[src/rtl/sub_pkg.sv]
// Shared state encoding and half/full subtractor functions for the bit-serial
// subtractor; hs/fs are also meant for a future ripple-borrow subtractor.
package sub_pkg;

    typedef logic [1:0] state_t;

    localparam state_t IDLE = 2'd0;
    localparam state_t RUN  = 2'd1;
    localparam state_t DONE = 2'd2;

    // Returns {borrow, difference}.
    function automatic logic [1:0] hs(input logic x, input logic y);
        return {~x & y, x ^ y};
    endfunction

    function automatic logic [1:0] fs(input logic x, input logic y, input logic bi);
        logic [1:0] h1;
        logic [1:0] h2;
        h1 = hs(x, y);
        h2 = hs(h1[0], bi);
        return {h1[1] | h2[1], h2[0]};
    endfunction

endpackage

[src/rtl/serial_subtractor.sv]
// Bit-serial a - b, LSB first, one bit per clock under a start/busy/done
// handshake; diff/borrow/ovf hold the last completed result.
module serial_subtractor
    import sub_pkg::*;
#(
    parameter int WIDTH = 4
) (
    input  logic             clk,
    input  logic             rst,
    input  logic             start,
    input  logic [WIDTH-1:0] a,
    input  logic [WIDTH-1:0] b,
    output logic             busy,
    output logic             done,
    output logic [WIDTH-1:0] diff,
    output logic             borrow,
    output logic             ovf
);

    localparam int CW = (WIDTH > 1) ? $clog2(WIDTH) : 1;
    localparam logic [CW-1:0] LAST = CW'(WIDTH - 1);

    state_t           state_q, state_d;
    logic [WIDTH-1:0] a_w_q, a_w_d;
    logic [WIDTH-1:0] b_w_q, b_w_d;
    logic [WIDTH-1:0] res_q, res_d;
    logic [CW-1:0]    cnt_q, cnt_d;
    logic             bin_q, bin_d;
    logic             a_msb_q, a_msb_d;
    logic             b_msb_q, b_msb_d;
    logic [WIDTH-1:0] diff_q, diff_d;
    logic             borrow_q, borrow_d;
    logic             ovf_q, ovf_d;
    logic             done_q, done_d;
    logic [1:0]       bit_res;

    always_comb begin
        state_d  = state_q;
        a_w_d    = a_w_q;
        b_w_d    = b_w_q;
        res_d    = res_q;
        cnt_d    = cnt_q;
        bin_d    = bin_q;
        a_msb_d  = a_msb_q;
        b_msb_d  = b_msb_q;
        diff_d   = diff_q;
        borrow_d = borrow_q;
        ovf_d    = ovf_q;
        done_d   = 1'b0;
        bit_res  = fs(a_w_q[0], b_w_q[0], bin_q);

        case (state_q)
            IDLE: begin
                if (start) begin
                    a_w_d   = a;
                    b_w_d   = b;
                    a_msb_d = a[WIDTH-1];
                    b_msb_d = b[WIDTH-1];
                    res_d   = '0;
                    bin_d   = 1'b0;
                    cnt_d   = '0;
                    state_d = RUN;
                end
            end
            RUN: begin
                res_d = {bit_res[0], res_q[WIDTH-1:1]};
                a_w_d = a_w_q >> 1;
                b_w_d = b_w_q >> 1;
                bin_d = bit_res[1];
                cnt_d = cnt_q + 1'b1;
                if (cnt_q == LAST) begin
                    // Overflow uses the operand MSBs captured at start, since
                    // the working registers have been shifted out by now.
                    diff_d   = res_d;
                    borrow_d = bit_res[1];
                    ovf_d    = (a_msb_q != b_msb_q) && (res_d[WIDTH-1] != a_msb_q);
                    done_d   = 1'b1;
                    state_d  = DONE;
                end
            end
            DONE:    state_d = IDLE;
            default: state_d = IDLE;
        endcase
    end

    always_ff @(posedge clk or posedge rst) begin
        if (rst) begin
            state_q  <= IDLE;
            a_w_q    <= '0;
            b_w_q    <= '0;
            res_q    <= '0;
            cnt_q    <= '0;
            bin_q    <= 1'b0;
            a_msb_q  <= 1'b0;
            b_msb_q  <= 1'b0;
            diff_q   <= '0;
            borrow_q <= 1'b0;
            ovf_q    <= 1'b0;
            done_q   <= 1'b0;
        end else begin
            state_q  <= state_d;
            a_w_q    <= a_w_d;
            b_w_q    <= b_w_d;
            res_q    <= res_d;
            cnt_q    <= cnt_d;
            bin_q    <= bin_d;
            a_msb_q  <= a_msb_d;
            b_msb_q  <= b_msb_d;
            diff_q   <= diff_d;
            borrow_q <= borrow_d;
            ovf_q    <= ovf_d;
            done_q   <= done_d;
        end
    end

    assign busy   = (state_q == RUN);
    assign done   = done_q;
    assign diff   = diff_q;
    assign borrow = borrow_q;
    assign ovf    = ovf_q;

endmodule

[config.mk]
export PLATFORM = sky130hd
export DESIGN_NAME = serial_subtractor
export DESIGN_NICKNAME = d
export VERILOG_FILES = /design/src/rtl/sub_pkg.sv /design/src/rtl/serial_subtractor.sv
export SDC_FILE = /design/constraint.sdc
export NUM_CORES = 1
export LEC_CHECK = 0
export ABC_CLOCK_PERIOD_IN_PS = 4400
export CORE_MARGIN = 5
export CORE_UTILIZATION = 58
export CTS_BUF_LIST = sky130_fd_sc_hd__clkbuf_8
export CTS_CLUSTER_SIZE = 30
export DETAILED_ROUTE_END_ITERATION = 16
export MAX_ROUTING_LAYER = met4
export PLACE_DENSITY_LB_ADDON = 0.2
export SYNTH_ARGS = -nofsm -noshare
export SYNTH_HDL_FRONTEND = slang
export SYNTH_SLANG_ARGS = --single-unit
[constraint.sdc]
create_clock -name clk -period 4.4 [get_ports clk]
set_clock_uncertainty 0.05 [all_clocks]
set_input_delay 0.44 -clock clk [delete_from_list [all_inputs] [get_ports clk]]
set_output_delay 0.44 -clock clk [all_outputs]
set_load 0.02 [all_outputs]
==> summary.txt, run 1 <==
Logic synthesis
  – Primary FF master, synth: dfrtp_1
  – Syn nets: 110
  – Register area share after synthesis: 55.5%
  – Synth area leader: dfrtp_1
  – Top cell type's share of synthesized area: 55.5%
  – Post-synth EDFFs: 0
  – Syn Area/Cell: 11.6 µm²
  – Top-count cell post-synth: dfrtp_1
  – Post-Synthesis Cells: 97
  – Area of the mapped netlist: 1130 µm²
  – Synthesis warning total: 0
  – Post-synthesis cell type count: 26
  – Async S/R FF share, synth: 100%
  – Most area-consuming cells after synthesis: dfrtp_1 (55%), nor2b_1 (4.4%), o21ai_0 (4.0%), mux2_1 (4.0%), a21oi_1 (3.6%)
  – Post-synthesis register bit count: 25
  – Commonest cells post-synth: dfrtp_1 (25), o21ai_0 (9), a21oi_1 (8), nor2b_1 (8), nand2_1 (7)

Floorplan
  – Die Ht: 54.1 µm
  – Initial Util: 59.3%
  – Core Area: 1900 µm²
  – FP Rows: 16
  – DIE AREA: 2930 µm²
  – DIE WIDTH: 54.1 µm
  – Ports: 19

Clocking
  – Cts-stage hold buffer count: 0
  – Clock Path Buffers: 2
  – Clock Latency Late Sink: 260 ps
  – CTS clk-pin slew, worst paths: 80 ps
  – Post-CTS setup buffers: 0
  – CTS tree: yes
  – Clock root buffer: clkbuf_8
  – Clk sinks: 25
  – CTS buffer count: 3
  – Clock H-tree levels: 1
  – # resized after CTS: 0

Layout
  – Synth-to-layout area growth: 20.1%
  – Final non-filler cell area: 1350 µm²
  – ANT cells: 0
  – Cell Count, Final, Fillers Out: 142
  – Fraction of layout cells with a size suffix above 1: 7.83%
  – Layout net count: 129

Place
  – PortBufs: 18
  – Place WS: 2070 ps
  – Post-detail-place hpwl: 1400 µm
  – Placed cell area: 1310 µm²
  – Placer Congestion: 0.821
  – Placed insts: 138

Detailed routing
  – DR iter-0 viols: 21
  – DRT antenna net count: 0
  – DRC: 0
  – Vias: 765
  – Wire length per cell: 14.2 µm
  – Vias/cell: 5.39
  – DRT Pass-1 Iters: 4
  – Final WL: 2020 µm

Power
  – Flop pwr share: 44.3%
  – VDD IR max: 0.000379 V
  – Clock Power Share: 14.1%
  – Int Power: 588 µW
  – Leakage: 0.628 nW
  – Comb power frac: 41.7%
  – Switching share of power: 36.3%
  – Switch Pwr: 335 µW
  – Pwr Density: 682 nW/µm²

Setup path
  – Critical path class: flop to output pin
  – RR Endpoint: a_msb_q
  – Startpoint types: flop
  – R2R cell count: 3
  – Maximum fanout along the worst path: 14
  – RR Startpoint: state_q[1]
  – Crit path DAT: 1920 ps
  – Req. time, crit path: 3910 ps
  – Crit end category: output pin
  – R2r setup slk: 2700 ps

Global route
  – Pin count of the biggest net entering global routing: 26
  – Vias in the first global route: 775
  – Remaining Overflow, GRT: 0
  – First-pass GRT wire length: 3340 µm
  – GR Util All Layers: 17.1%
  – Initial antenna violation count: 0

Timing
  – Fmax achieved: 416 MHz
  – Final setup margin: 1990 ps
  – Hold Fails Final Rpt: 0
  – Slew @ Worst Pin: 896 ps
  – Worst Hold Slack: 441 ps
  – Min Tclk post-route: 2410 ps
  – Max-slew violation count: 0
  – Tcrit/Tclk final: 54.7%
  – Setup TNS: 0 ps
  – RSZ-0062 raised after global routing: no
  – Max transition margin: 40.2%
  – Final setup vio count: 0

Hold path
  – Worst Hold Depth: 2
  – Hold Crit Endpoint: bin_q
  – Hold Path Origin: bin_q
  – HP Class: flop to flop

Run status
  – Status: completed

Flow run
  – Max_cap viols: 0
logic make-up (layout without fill, tap and decap cells):
family | count (synthesis) | in the layout | synth area share [%]
simple gates | 21 | 21 | 11.8
flops | 25 | 25 | 55.5
buf+inv | 11 | 29 | 5.21
fa+ha+maj | 2 | 2 | 2.89
compound gates | 31 | 31 | 17.1
mux | 7 | 7 | 7.55
cell usage in the layout, fill, tap and decap left out, types with 2 or more instances in the layout:
cell type,count
a21oi_1,8
a22o_1,4
a22oi_1,5
clkbuf_8,3
clkdlybuf4s50_1,18
dfrtp_1,25
inv_1,7
mux2_1,4
mux2_4,2
nand2_1,7
nor2b_1,8
o21ai_0,9
o21ai_1,3
flip-flops by register name (all words and copies together), names as in the netlist, 2 cells and up:
signal / count
diff: 4
a_w_q: 4
b_w_q: 4
state_q: 2
cnt_q: 2
res_q: 3
power by group through the flow:
stage | Combinational [mW] | Clock, mW | Sequential, mW
2_1_floorplan | 0.260 | 0 | 0.416
3_3_place_gp | 0.379 | 0 | 0.406
3_5_place_dp | 0.387 | 0 | 0.413
4_1_cts | 0.390 | 0.133 | 0.409
5_1_grt | 0.430 | 0.142 | 0.425
6_report | 0.385 | 0.130 | 0.408
worst max path at each step:
| stage | slack (ps) | end | start |
|---|---|---|---|
| 2_1_floorplan | 3000 | ovf | a_w_q[0] |
| 3_3_place_gp | 2130 | a_msb_q | start |
| 3_5_place_dp | 2070 | b_msb_q | start |
| 4_1_cts | 1990 | busy | state_q[0] |
| 5_1_grt | 1840 | busy | state_q[0] |
| 6_report | 1990 | busy | state_q[0] |
per-stage QoR:
stage | util (%) | total power, mW
final | 71.2 | 0.923
after global routing | 71.2 | 0.996
after CTS | 71.2 | 0.932
after detailed placement | 68.8 | 0.801
after global placement | 68.8 | 0.785
after floorplan | - | 0.676
layer usage:
metal | routed length (µm) | vias to the layer above | GRT usage (%)
li1 | - | 371 | -
met2 | 937 | 20 | 26.6
met4 | 41 | 0 | 9.13
met5 | 0 | - | -
met1 | 935 | 369 | 20.6
met3 | 102 | 5 | 3.88
final cells by class:
cell class	instances	area (µm²)
clock buffers	3	41.3
clock inverters	1	3.75
fillers	147	548
inverters	7	26.3
multi-input cells	61	443
flip-flops and latches	25	626
well taps	27	33.8
repair buffers	18	180
worst max-delay path: stages, from the launching register on:
cell and delay (ps):
dfrtp_1 650, nand2b_1 180, inv_2 190, clkdlybuf4s50_1 630
No activity file was read; power rests on OpenSTA's default activity.
==> run 2, diff against run 1 <==
--- a/config.mk
+++ b/config.mk
@@ -5,9 +5,9 @@
 export SDC_FILE = /design/constraint.sdc
 export NUM_CORES = 1
 export LEC_CHECK = 0
-export ABC_CLOCK_PERIOD_IN_PS = 4400
+export ABC_CLOCK_PERIOD_IN_PS = 2400
 export CORE_MARGIN = 5
-export CORE_UTILIZATION = 58
+export CORE_UTILIZATION = 54
 export CTS_BUF_LIST = sky130_fd_sc_hd__clkbuf_8
 export CTS_CLUSTER_SIZE = 30
 export DETAILED_ROUTE_END_ITERATION = 16
==> constraint.sdc (replaced) <==
create_clock -name clk -period 2.4 [get_ports clk]
set_clock_uncertainty 0.05 [all_clocks]
set_input_delay 0.24 -clock clk [delete_from_list [all_inputs] [get_ports clk]]
set_output_delay 0.24 -clock clk [all_outputs]
set_load 0.02 [all_outputs]
==> summary.txt, run 2 (synthesized netlist as in run 1, its figures left out) <==
Clocking
  – Clock root buffer: clkbuf_8
  – Clock Path Buffers: 2
  – Post-CTS setup buffers: 0
  – Cts-stage hold buffer count: 0
  – CTS tree: yes
  – Clk sinks: 25
  – Clock H-tree levels: 1
  – CTS clk-pin slew, worst paths: 80 ps
  – Clock Latency Late Sink: 260 ps
  – # resized after CTS: 0
  – CTS buffer count: 3

Timing
  – Max transition margin: 68.5%
  – Slew @ Worst Pin: 473 ps
  – Min Tclk post-route: 2190 ps
  – RSZ-0062 raised after global routing: no
  – Setup TNS: 0 ps
  – Max-slew violation count: 0
  – Tcrit/Tclk final: 91.3%
  – Worst Hold Slack: 282 ps
  – Fmax achieved: 456 MHz
  – Final setup vio count: 0
  – Final setup margin: 208 ps
  – Hold Fails Final Rpt: 0

Setup path
  – Crit-path cells: nand2b_1 > inv_2 > clkdlybuf4s50_1
  – Critical path's slowest cell: dfrtp_1
  – CP top delay family: buffers and inverters
  – Maximum fanout along the worst path: 14
  – Max stage delay on crit path: 640 ps
  – Crit path DAT: 1900 ps
  – Startpoint types: flop
  – R2r setup slk: 850 ps
  – Req. time, crit path: 2110 ps
  – Bufs and invs on worst path: 2
  – Crit end category: output pin
  – Critical path class: flop to output pin

Layout
  – Util after Layout: 69.5%
  – Synth-to-layout area growth: 22.2%
  – ANT cells: 0
  – Cell Count, Final, Fillers Out: 145
  – Most frequent cells in the layout: dfrtp_1 (25), clkdlybuf4s50_1 (18), o21ai_0 (9), a21oi_1 (8), nor2b_1 (8)
  – Layout net count: 132
  – Commonest non-fill, non-tap cell in the layout: dfrtp_1
  – Fraction of layout cells with a size suffix above 1: 11.0%
  – Fill cell count: 165

Floorplan
  – FP Rows: 16
  – Ports: 19
  – Core Area: 1980 µm²
  – Initial Util: 56.9%
  – DIE WIDTH: 55.7 µm
  – Die Ht: 55.7 µm
  – DIE AREA: 3100 µm²

Power
  – VDD IR max: 0.000895 V
  – Leakage: 0.641 nW
  – Pwr Density: 1240 nW/µm²

Global route
  – Pin count of the biggest net entering global routing: 26
  – Remaining Overflow, GRT: 0
  – GR Util All Layers: 15.2%
  – First-pass GRT wire length: 3640 µm
  – Initial antenna violation count: 0
  – Vias in the first global route: 810

Detailed routing
  – Vias: 760
  – DRT antenna net count: 0
  – DRT Pass-1 Iters: 4
  – Vias/cell: 5.24
  – Wire length per cell: 14.0 µm
  – DR iter-0 viols: 9
  – Final WL: 2030 µm
  – DRC: 0

Hold path
  – HP Class: primary input to async pin

Run status
  – Status: completed

Flow run
  – Max_cap viols: 0

Place
  – Post-detail-place hpwl: 1450 µm
  – Place WS: 519 ps
  – Placed insts: 141
  – Placer Congestion: 0.825
  – PortBufs: 18
run 2: cell count changes in the layout (fill, tap and decap cells not counted), sizes merged:
cell / delta
clkinv: +1
inv: -1
buf: +3
run 2: per-stage QoR:
step           cell area [µm²]  power, mW
2_1_floorplan             1130       1.24
3_3_place_gp              1330       1.45
3_5_place_dp              1330       1.48
4_1_cts                   1380       1.72
5_1_grt                   1380       1.84
6_report                  1380       1.71
run 2: final timing paths:
path / startpoint / to / cells past startpoint
max in group asynchronous: rst / a_w_q[1] / 3
min in group clk: bin_q / bin_q / 2
min reg2reg: bin_q / bin_q / 2
max reg2reg: b_w_q[0] / ovf / 5
max: state_q[0] / busy / 3
min: rst / b_w_q[2] / 3
run 2: per-layer routing:
metal / track usage, % / up-vias / share of wire, %
met4: 6.25 / 0 / 0.35
met1: 20.7 / 360 / 49
met5: - / - / 0
li1: - / 382 / -
met2: 22.5 / 16 / 47
met3: 2.55 / 2 / 3.4
run 2: layout make-up:
cell class                 instances  area, µm²  share of cell area [%]
tap                               27       33.8                    2.45
clock buffer                       3       41.3                    3.00
timing repair buffer              21        203                    14.7
clock inverter                     1       5.00                   0.363
multi-input combinational         61        443                    32.2
inverter                           7       26.3                    1.91
sequential                        25        626                    45.4
run 2: where the power goes:
part / internal (mW) / switching (mW)
Sequential: 0.598 / 0.150
Combinational: 0.374 / 0.350
Clock: 0.116 / 0.124
Total: 1.09 / 0.624
run 2: worst min-delay path: cells and delay by family:
| family | cells | cell delay [ps] |
|---|---|---|
| buffers and inverters | 3 | 750 |
==> run 3, diff against run 2 <==
--- a/config.mk
+++ b/config.mk
@@ -5,14 +5,16 @@
 export SDC_FILE = /design/constraint.sdc
 export NUM_CORES = 1
 export LEC_CHECK = 0
+export ABC_AREA = 1
 export ABC_CLOCK_PERIOD_IN_PS = 2400
-export CORE_MARGIN = 5
+export CORE_MARGIN = 2
 export CORE_UTILIZATION = 54
 export CTS_BUF_LIST = sky130_fd_sc_hd__clkbuf_8
 export CTS_CLUSTER_SIZE = 30
 export DETAILED_ROUTE_END_ITERATION = 16
 export MAX_ROUTING_LAYER = met4
 export PLACE_DENSITY_LB_ADDON = 0.2
+export SKIP_CTS_REPAIR_TIMING = 1
 export SYNTH_ARGS = -nofsm -noshare
 export SYNTH_HDL_FRONTEND = slang
 export SYNTH_SLANG_ARGS = --single-unit
==> summary.txt, run 3 <==
Clocking
  – CTS tree: yes
  – Clock Path Buffers: 2
  – Clock H-tree levels: 1
  – Clock root buffer: clkbuf_8
  – CTS clk-pin slew, worst paths: 80 ps
  – Clk sinks: 25
  – Clock Latency Late Sink: 270 ps
  – CTS buffer count: 3

Place
  – Placer Congestion: 0.804
  – Placed insts: 172
  – Post-detail-place hpwl: 1440 µm
  – PortBufs: 18

Power
  – Switching share of power: 41.5%
  – Comb power frac: 47.3%
  – Int Power: 1.08 mW
  – Flop pwr share: 39.6%
  – Total power: 1.84 mW
  – VDD IR max: 0.000820 V
  – Leakage: 0.710 nW
  – Pwr Density: 1330 nW/µm²
  – Clock Power Share: 13.1%
  – Switch Pwr: 764 µW

Setup path
  – Worst Setup EP: busy
  – RR Endpoint: ovf
  – RR Startpoint: a_w_q[0]
  – Beginning of the critical path: state_q[0]
  – Startpoint types: flop
  – R2R cell count: 6
  – Crit end category: output pin
  – R2r setup slk: 930 ps
  – Crit path DAT: 1710 ps
  – Req. time, crit path: 2110 ps
  – Critical path class: flop to output pin
  – Maximum fanout along the worst path: 10

Logic synthesis
  – Area of the mapped netlist: 1160 µm²
  – Synth area leader: dfrtp_1
  – Post-synthesis cell type count: 18
  – Syn Area/Cell: 8.93 µm²
  – Top cell type's share of synthesized area: 53.9%
  – Post-synth EDFFs: 0
  – Register area share after synthesis: 53.9%
  – Most area-consuming cells after synthesis: dfrtp_1 (54%), nand2_1 (11%), inv_1 (7.4%), nand3_1 (6.0%), buf_6 (3.9%)
  – Primary FF master, synth: dfrtp_1
  – Syn nets: 143
  – Top-count cell post-synth: nand2_1
  – Commonest cells post-synth: nand2_1 (35), dfrtp_1 (25), inv_1 (23)
  – Synthesis warning total: 0
  – Async S/R FF share, synth: 100%
  – Post-Synthesis Cells: 130
  – Post-synthesis register bit count: 25

Global route
  – Remaining Overflow, GRT: 0
  – Initial antenna violation count: 0
  – First-pass GRT wire length: 3440 µm
  – Vias in the first global route: 799
  – GR Util All Layers: 18.3%
  – Pin count of the biggest net entering global routing: 26

Detailed routing
  – DR iter-0 viols: 31
  – Vias/cell: 4.82
  – DRT antenna net count: 0
  – Final WL: 1940 µm
  – Wire length per cell: 11.0 µm
  – DRC: 0
  – Vias: 848
  – DRT Pass-1 Iters: 4

Layout
  – Synth-to-layout area growth: 19.1%
  – Fraction of layout cells with a size suffix above 1: 10.7%
  – Cell Count, Final, Fillers Out: 176
  – Fill cell count: 157
  – Util after Layout: 69.1%
  – ANT cells: 0
  – Layout net count: 163
  – Commonest non-fill, non-tap cell in the layout: nand2_1
  – Most frequent cells in the layout: nand2_1 (35), dfrtp_1 (25), inv_1 (24), clkdlybuf4s50_1 (18), nand3_1 (14)

Timing
  – Final setup vio count: 0
  – Slew @ Worst Pin: 355 ps
  – Min Tclk post-route: 2000 ps
  – Setup TNS: 0 ps
  – Max transition margin: 76.3%
  – Tcrit/Tclk final: 83.5%
  – Fmax achieved: 499 MHz
  – RSZ-0062 raised after global routing: no
  – Max-slew violation count: 0
  – Hold Fails Final Rpt: 0

Floorplan
  – DIE AREA: 2540 µm²
  – DIE WIDTH: 50.4 µm
  – Initial Util: 58.0%
  – Die Ht: 50.4 µm
  – Core Area: 2000 µm²
  – FP Rows: 16
  – Ports: 19

Flow run
  – Max_cap viols: 0

Hold path
  – HP Class: primary input to async pin

Run status
  – Status: completed
-- run 3: cell count changes in the layout (fill, tap and decap cells not counted), moves of 7 or more --
cell	change
nand2_1	+28
inv_1	+18
nand3_1	+14
nor2b_1	-8
a21oi_1	-7
-- run 3: worst min path at each step --
| stage | slack, ps | cells after the start | endpoint | from |
|---|---|---|---|---|
| final | 260 | 3 | ovf | rst |
| after floorplan | 220 | 1 | a_msb_q | rst |
| after detailed placement | 420 | 2 | b_w_q[0] | b_w_q[0] |
| after CTS | 280 | 3 | ovf | rst |
| after global placement | 410 | 1 | cnt_q[0] | cnt_q[0] |
| after global routing | 290 | 3 | done | rst |
-- run 3: critical path, cell delays in order (launching register included) --
cell	delay, ps
dfrtp_1	560
inv_2	80
nor2_4	170
clkdlybuf4s50_1	630
-- run 3: final cells by class --
| class | count | area, µm² | area share [%] |
|---|---|---|---|
| Tap cell | 27 | 33.8 | 2.44 |
| Inverter | 25 | 93.8 | 6.79 |
| Clock buffer | 3 | 41.3 | 2.99 |
| Clock inverter | 1 | 3.75 | 0.271 |
| Multi-Input combinational cell | 76 | 397 | 28.7 |
| Sequential cell | 25 | 626 | 45.2 |
| Timing Repair Buffer | 19 | 188 | 13.6 |
-- run 3: cells by family (layout without fill, tap and decap cells) --
logic type | count (synthesis) | in the layout | synth area share, %
compound gates | 15 | 15 | 8.19
fa+ha+maj | 2 | 2 | 2.80
buf+inv | 29 | 48 | 12.0
flops | 25 | 25 | 53.9
simple gates | 59 | 59 | 23.2
-- run 3: metal layers --
metal,share of wire [%],GRT usage (%),up-vias
met4,1.3,4.05,0
met5,0,-,-
met2,51,30.0,17
met1,44,22.6,396
met3,3.5,5.36,4
li1,-,-,431
-- run 3: power by group through the flow --
| stage | clock network [mW] | logic [mW] | registers [mW] |
|---|---|---|---|
| after CTS | 0.242 | 0.884 | 0.730 |
| after floorplan | 0 | 0.638 | 0.761 |
| after global placement | 0 | 0.848 | 0.728 |
| after detailed placement | 0 | 0.878 | 0.738 |
| final | 0.241 | 0.871 | 0.728 |
| after global routing | 0.262 | 0.993 | 0.753 |
-- run 3: per-stage QoR --
step | setup WS [ps] | hold slack, ps | cell area (µm²)
global route | 321 | 293 | 1380
global placement | 727 | 413 | 1340
floorplan | 1030 | 217 | 1160
CTS | 393 | 277 | 1380
detailed placement | 696 | 416 | 1340
finish | 397 | 261 | 1380
